## src/rtl/sump_cmd_assembler.sv

```systemverilog
`timescale 1ns/1ps
// ---------------------------------------------------------------------------
// sump_cmd_assembler
// Assembles the UART receive byte stream into complete SUMP commands.
// A short command is one opcode byte with bit7 = 0. A long command is an
// opcode byte with bit7 = 1 followed by four payload bytes, little-endian.
// If the gap between bytes of a long command grows too large, the partial
// command is dropped. A finished command is held until the consumer takes it.
//
// Ports:
//   clk_i          system clock, rising edge
//   rst_i          asynchronous reset, active high
//   rx_data_i      received byte
//   rx_valid_i     single-cycle strobe qualifying rx_data_i
//   cmd_o          assembled opcode
//   data_o         long-command payload {b4,b3,b2,b1}; 0 for short commands
//   cmd_long_o     cmd_o/data_o hold a long command
//   cmd_valid_o    command available, held until accepted
//   cmd_ready_i    consumer accepts when cmd_valid_o && cmd_ready_i
//   busy_o         assembler is not idle
//   err_timeout_o  one-cycle pulse: long command dropped on inter-byte timeout
//   err_overrun_o  one-cycle pulse: byte dropped while a command was pending
//
// state   | meaning
// IDLE    | waiting for an opcode byte
// COLLECT | long opcode seen, gathering the four payload bytes
// PENDING | command presented on the outputs, waiting for the handshake
// ---------------------------------------------------------------------------
module sump_cmd_assembler #(
    parameter int TIMEOUT_CYCLES = 100000
) (
    input  logic        clk_i,
    input  logic        rst_i,
    input  logic [7:0]  rx_data_i,
    input  logic        rx_valid_i,
    output logic [7:0]  cmd_o,
    output logic [31:0] data_o,
    output logic        cmd_long_o,
    output logic        cmd_valid_o,
    input  logic        cmd_ready_i,
    output logic        busy_o,
    output logic        err_timeout_o,
    output logic        err_overrun_o
);

    // A disabled timeout still needs a one-bit timer to keep the widths legal.
    localparam int TMR_W = (TIMEOUT_CYCLES > 0) ? $clog2(TIMEOUT_CYCLES + 1) : 1;
    localparam int TMR_LAST_INT = (TIMEOUT_CYCLES > 0) ? TIMEOUT_CYCLES - 1 : 0;
    localparam logic [TMR_W-1:0] TMR_LAST = TMR_W'(TMR_LAST_INT);
    localparam bit TIMEOUT_EN = (TIMEOUT_CYCLES != 0);

    typedef enum logic [1:0] {
        IDLE    = 2'd0,
        COLLECT = 2'd1,
        PENDING = 2'd2
    } state_t;

    state_t           state;
    logic [1:0]       idx;
    logic [TMR_W-1:0] timer;
    logic             accept;
    logic             start;

    assign accept = (state == PENDING) && cmd_ready_i;
    // A byte landing on the handshake cycle starts the next command directly,
    // so ready held high sustains one short command per clock.
    assign start  = rx_valid_i && ((state == IDLE) || accept);

    always_ff @(posedge clk_i or posedge rst_i) begin
        if (rst_i) begin
            state         <= IDLE;
            idx           <= 2'd0;
            timer         <= '0;
            cmd_o         <= 8'h00;
            data_o        <= 32'h0;
            cmd_long_o    <= 1'b0;
            cmd_valid_o   <= 1'b0;
            busy_o        <= 1'b0;
            err_timeout_o <= 1'b0;
            err_overrun_o <= 1'b0;
        end else begin
            err_timeout_o <= 1'b0;
            err_overrun_o <= 1'b0;

            case (state)
                COLLECT: begin
                    // An arriving byte takes priority over an expiring timer.
                    if (rx_valid_i) begin
                        data_o[{idx, 3'b000} +: 8] <= rx_data_i;
                        timer <= '0;
                        if (idx == 2'd3) begin
                            state       <= PENDING;
                            cmd_valid_o <= 1'b1;
                            cmd_long_o  <= 1'b1;
                        end else begin
                            idx <= idx + 2'd1;
                        end
                    end else if (TIMEOUT_EN && (timer == TMR_LAST)) begin
                        state         <= IDLE;
                        busy_o        <= 1'b0;
                        idx           <= 2'd0;
                        timer         <= '0;
                        data_o        <= 32'h0;
                        err_timeout_o <= 1'b1;
                    end else if (timer != '1) begin
                        timer <= timer + 1'b1;
                    end
                end
                PENDING: begin
                    if (accept) begin
                        state       <= IDLE;
                        busy_o      <= 1'b0;
                        cmd_valid_o <= 1'b0;
                    end else if (rx_valid_i) begin
                        err_overrun_o <= 1'b1;
                    end
                end
                default: ;
            endcase

            // Opcode capture; overrides the handshake return to IDLE above.
            if (start) begin
                cmd_o      <= rx_data_i;
                data_o     <= 32'h0;
                cmd_long_o <= 1'b0;
                idx        <= 2'd0;
                timer      <= '0;
                busy_o     <= 1'b1;
                if (rx_data_i[7]) begin
                    state       <= COLLECT;
                    cmd_valid_o <= 1'b0;
                end else begin
                    state       <= PENDING;
                    cmd_valid_o <= 1'b1;
                end
            end
        end
    end

endmodule

```

## config.mk

```make
export PLATFORM = sky130hd
export DESIGN_NAME = sump_cmd_assembler
export DESIGN_NICKNAME = d
export VERILOG_FILES = /design/src/rtl/sump_cmd_assembler.sv
export SDC_FILE = /design/constraint.sdc
export NUM_CORES = 1
export LEC_CHECK = 0
export ABC_AREA = 1
export BUFFER_PORTS_ARGS = -buffer_cell sky130_fd_sc_hd__buf_2
export CAP_MARGIN = 15
export CORE_MARGIN = 4
export CORE_UTILIZATION = 50
export CTS_CLUSTER_SIZE = 40
export DETAILED_ROUTE_END_ITERATION = 8
export PLACE_DENSITY = 0.71
export SYNTH_ARGS = -nofsm -noshare
export SYNTH_HDL_FRONTEND = slang
export SYNTH_SLANG_ARGS = --single-unit
```

## constraint.sdc

```tcl
create_clock -name clk_i -period 2.32 [get_ports clk_i]
set_clock_uncertainty 0.2 [all_clocks]
set_input_delay 0.232 -clock clk_i [delete_from_list [all_inputs] [get_ports clk_i]]
set_output_delay 0.232 -clock clk_i [all_outputs]
set_load 0.005 [all_outputs]
```

=== After elaboration in Yosys (flattened, before gate mapping) ===
Cells that the tools add are included.

* Memory bits (read-only): 0
* Logic and storage cells: 84
* Register bits after elaboration: 66
* Memories: 0
* Bits in latches: 0
* Output and inout port bits: 45
* Bits of input ports: 12
* Memory bits (writable): 0

* Reduce and logical (&&, ||, !) cells: 17
* Multipliers: 0
* Bitwise operators: 0
* Equality and inequality tests: 13
* Magnitude comparators: 0
* Div/mod/pow operators: 0
* Add/subtract/negate cells: 3
* Muxes and demuxes: 39
* Shift-type cells: 2

{| class="wikitable"
|+ Operators by type and width
! operator !! count
|-
| $mux 32 || 4
|-
| $mux 17 || 5
|-
| $bwmux 32 || 1
|-
| $shift 8x7->32 const A || 1
|-
| $shiftx 8x7->32 || 1
|-
| $mux 2 || 10
|-
| $ne 3x3->1 const B || 6
|-
| $add 17x1->17 const B || 1
|-
| $eq 17x17->1 const B || 1
|-
| $ne 17x17->1 const B || 1
|-
| $mux 1 || 16
|-
| $reduce_and 4->1 || 3
|-
| $ne 4x4->1 const B || 2
|-
| $neg 5->7 || 1
|-
| $reduce_and 3->1 || 2
|-
| $reduce_bool 2->1 || 3
|-
| $reduce_bool 3->1 || 2
|-
| $eq 2x2->1 const B || 2
|-
| $pmux 1 s2 || 2
|-
| $pmux 2 s2 || 1
|-
| $reduce_and 2->1 || 2
|-
| $reduce_bool 4->1 || 1
|-
| $add 2x1->2 const B || 1
|-
| $eq 2x1->1 const B || 1
|-
| other kinds (3) || 4
|}

=== Depth between registers and ports, before layout ===
* Depth in word-level cells: 6
* Depth in mapped cells: 11
* Mapped depth without buffers: 11

=== Least setup slack after synthesis ===
No wires, ideal clock.

* Path type: reg-to-reg
* From: register idx[0]
* To: register data_o[16]
* Data required time: 2.054 ns
* Cell stages (with the launch flop): 10
* Library setup time: 0.066 ns
* Arrival time: 1.855 ns
* Slack: 0.200 ns
* Path buffers: 1
* Clock period less this slack: 2.120 ns
* Cell sequence: dfrtp_1 -> clkbuf_1 -> inv_1 -> ha_1 -> inv_1 -> nor2_1 -> nand3_1 -> nor3_1 -> nand4_1 -> nand2_1

* Longest elaborated chain between the ends: 6
* Elaborated cells on any way between the ends: 7
* Classes of those cells: add/sub: 1; shift: 2; mux: 4

{| class="wikitable"
|+ Ends and longest elaborated chain
! item !! RTL line !! source
|-
| start, declared || 59 || <nowiki>logic [1:0] idx;</nowiki>
|-
| start signal, assigned || 96 || <nowiki>idx <= idx + 2'd1;</nowiki>
|-
| $neg 5->7 * || 89 || <nowiki>data_o[{idx, 3'b000} +: 8] <= rx_data_i;</nowiki>
|-
| $shiftx 8x7->32 or $shift 8x7->32 (tied branches) || 89 ||
|-
| $bwmux 32 * || 89 ||
|-
| $mux 32 * || 88 || <nowiki>if (rx_valid_i) begin</nowiki>
|-
| $mux 32 * || 85 || <nowiki>case (state)</nowiki>
|-
| $mux 32 * || 122 || <nowiki>if (start) begin</nowiki>
|-
| end signal, assigned by index || 89 ||
|-
| end, declared || 37 || <nowiki>output logic [31:0] data_o,</nowiki>
|}

Mark *: on every way between the ends. The rest lies on a longest branch, timed or not. The select of a mux whose other input is x is not followed.
A chain may end at the register's enable or synchronous reset.

=== Worst setup path after layout ===
* From: register timer[0]
* To: register timer[1]

* Longest elaborated chain between the ends: 6
* Elaborated cells on any way between the ends: 10
* Classes of those cells: add/sub: 1; eq/ne: 2; mux: 5; reduce/logical: 2

{| class="wikitable"
|+ Ends and longest elaborated chain
! item !! RTL line !! source
|-
| start, declared || 60 || <nowiki>logic [TMR_W-1:0] timer;</nowiki>
|-
| start signal, assigned || 106 || <nowiki>timer <= timer + 1'b1;</nowiki>
|-
| $add 17x1->17 || 106 ||
|-
| $mux 17 || 105 || <nowiki>end else if (timer != '1) begin</nowiki>
|-
| $mux 17 || 98 || <nowiki>end else if (TIMEOUT_EN && (timer == TMR_LAST)) begin</nowiki>
|-
| $mux 17 || 88 ||
|-
| $mux 17 || 85 ||
|-
| $mux 17 || 122 ||
|}

Parallel ways exist; a longest one is shown, timed or not. The select of a mux whose other input is x is not followed.

==> flow_summary.json <==
{
  "outcome": "finished, final reports clean",
  "hpwl_um": 6860,
  "timing.rr.end": "timer[1]",
  "setup_violations": 0,
  "syn_to_final_growth_pct": 16.0,
  "cp_slowest_cell": "dfrtp_1",
  "fin_crit_ns": 2.14,
  "setup_tns_ns": 0,
  "ir_worst_vdd_mv": 0.445,
  "synth-main-ff-cell": "dfrtp_1",
  "dieWidth_um": 95.8,
  "r2r_start": "timer[0]",
  "drt_first_pass_iters": 4,
  "clock_sinks": 66,
  "power_frac_seq": 0.374,
  "drt_iter0_markers": 201,
  "port_buffers": 56,
  "clock_path_buffers": 2,
  "drv_cap": 0,
  "hold_depth": 4,
  "clock_latency_ns": 0.35,
  "fmax_ghz": 0.467,
  "cp_cell_sequence": "ha_1 -> nand2_1 -> nor2_4 -> nand3_1 -> nor4_2 -> ha_1 -> inv_1 -> nand2_2 -> buf_4 -> nand3_1 -> nand2_1",
  "die_area_um2": 9180,
  "power.density_nw_per_um2": 868,
  "synthCells": 512,
  "crit_path_start_kind": "flip-flop",
  "tightest_slew_ns": 0.532,
  "antenna_found_initial": 0,
  "rows": 31,
  "grt_max_degree": 30,
  "pin_count": 57,
  "synthArstFlopShare": 1.00,
  "required_ns": 2.40,
  "switching_share": 0.381,
  "via_per_inst": 5.19,
  "reg2regPathDepth": 11,
  "avgSynthCellArea_um2": 7.53,
  "core_um2": 7370,
  "seq_area_um2": 1650,
  "drc": 0,
  "routabilityCongestion": 0.923,
  "overflow": 0,
  "drv_slew": 0,
  "multi_input_area_um2": 1880,
  "min_from": "cmd_ready_i",
  "final_nets": 591,
  "power_mw": 3.88,
  "hold_class": "primary input to flip-flop",
  "min_to": "err_overrun_o",
  "vias": 3503,
  "routed_wl_um": 9340,
  "numCtsBuffers": 9,
  "cts_tree": "yes",
  "n_antenna_cell": 0,
  "ys_warn_count": 0,
  "cp-startpoint": "timer[0]",
  "p_sw_mw": 1.48,
  "layout_commonest_cell": "nand2_1",
  "die_y_um": 95.8,
  "drive_gt1_frac": 0.198,
  "fillers": 667,
  "grt_pass1_wl_um": 15700,
  "synth_edf_count": 0,
  "slowest_delay_ns": 0.42,
  "synth_fp_nets": 532,
  "ys_ff_latch": 66,
  "ys_seq_area_frac": 0.428,
  "h-tree-depth": 3,
  "antenna_left": 0,
  "final_cell_mix": "nand2_1 (183), dfrtp_1 (66), buf_2 (56)",
  "grtUsageTotal": 0.220,
  "routedWlPerCell_um": 13.8,
  "hold_viol": 0,
  "p_leak_nw": 2.40,
  "synth_area_um2": 3850,
  "synth.distinct_cells": 31,
  "hold_ws_ns": 0.00348,
  "r2r_setup_slack_ns": 0.18,
  "cts_root_buf": "clkbuf_8",
  "internal-power_mw": 2.40,
  "start_util": 0.523,
  "path_max_fanout": 13,
  "grt_pass1_vias": 3198,
  "finalCritPeriodShare": 0.923,
  "crit_arrival_ns": 2.22,
  "pwr-share-comb": 0.342,
  "path_class": "flip-flop to flip-flop",
  "crit_path_end_kind": "flip-flop",
  "slew_headroom": 0.644,
  "p_clk_frac": 0.284,
  "clkTransAtPathRegs_ns": 0.08
}
## cell type report
| cell class | instances | share of cell area |
|---|---|---|
| multi-input cells | 380 | 0.421 |
| clock inverters | 6 | 0.0202 |
| flip-flops and latches | 66 | 0.369 |
| repair buffers | 69 | 0.0935 |
| inverters | 45 | 0.0378 |
| clock buffers | 10 | 0.0308 |
| well taps | 99 | 0.0277 |
## what timing repair did
item,4_1_cts,5_1_grt
setup buffers,0,0
gates resized for setup,0,1
hold buffers,1,0
setup endpoints to repair,0,14
endpoints found under the hold margin,21,0
## worst max-delay path by stage
stage	end	slack, ns	cells past startpoint
2_1_floorplan	data_o[16]	0.20	9
3_3_place_gp	data_o[20]	0.27	8
3_5_place_dp	timer[5]	0.16	11
4_1_cts	timer[1]	0.11	11
5_1_grt	timer[10]	-0.02	11
6_report	timer[1]	0.18	11
## state kept, by name, summed over array words and instances (netlist names), 2 cells and up
signal / flops
cmd_o: 8
data_o: 32
state: 2
idx: 2
timer: 17
## power by group through the flow
stage	Clock [mW]	Sequential [mW]	Combinational, mW
global route	1.17	1.48	1.50
CTS	1.12	1.45	1.33
global placement	0	1.47	1.29
floorplan	0	1.47	0.936
finish	1.10	1.45	1.33
detailed placement	0	1.47	1.33
## metal layers
layer / vias to the layer above / routed length [µm] / global-route usage
li1: 1780 / - / -
met1: 1623 / 4700 / 0.338
met2: 89 / 3980 / 0.306
met3: 11 / 522 / 0.0391
met4: 0 / 139 / 0.0782
met5: - / 0 / 0
## cells in the mapped netlist (4+ instances only)
cell,n,area [µm²]
nand3_4,6,105
nand4_1,38,238
o21ai_1,5,25.0
buf_6,4,45.0
inv_1,36,135
nand2_1,183,687
nor2_1,45,169
ha_1,8,100
nand2_2,6,37.5
o21ai_0,8,40.0
nor3_1,25,125
nand3_1,34,170
buf_2,10,50.1
dfrtp_1,66,1650
inv_2,7,26.3
## worst max-delay path: cells and delay by family, from the launching register on
family                   cells  cell delay (ns)
flip-flops                   1             0.42
adder cells (fa/ha/maj)      2             0.39
buffers and inverters        2             0.27
AND/OR/NAND/NOR              7             0.81
## stage by stage
| step | cell area, µm² | std cells | setup slack [ns] | util |
|---|---|---|---|---|
| CTS | 4460 | 675 | 0.111 | 0.606 |
| detailed placement | 4230 | 658 | 0.163 | 0.574 |
| global placement | 4230 | 658 | 0.267 | 0.574 |
| global route | 4470 | 675 | -0.0151 | 0.607 |
| floorplan | 3850 | 512 | 0.200 | - |
| finish | 4470 | 675 | 0.179 | 0.607 |
## logic make-up after synthesis
logic type               synth area share
AND/OR/NAND/NOR                     0.432
buffers and inverters              0.0854
XOR/XNOR                          0.00682
AO/OA/AOI/OAI                      0.0214
adder cells (fa/ha/maj)            0.0260
flip-flops                          0.428
No activity file was read; power rests on OpenSTA's default activity.
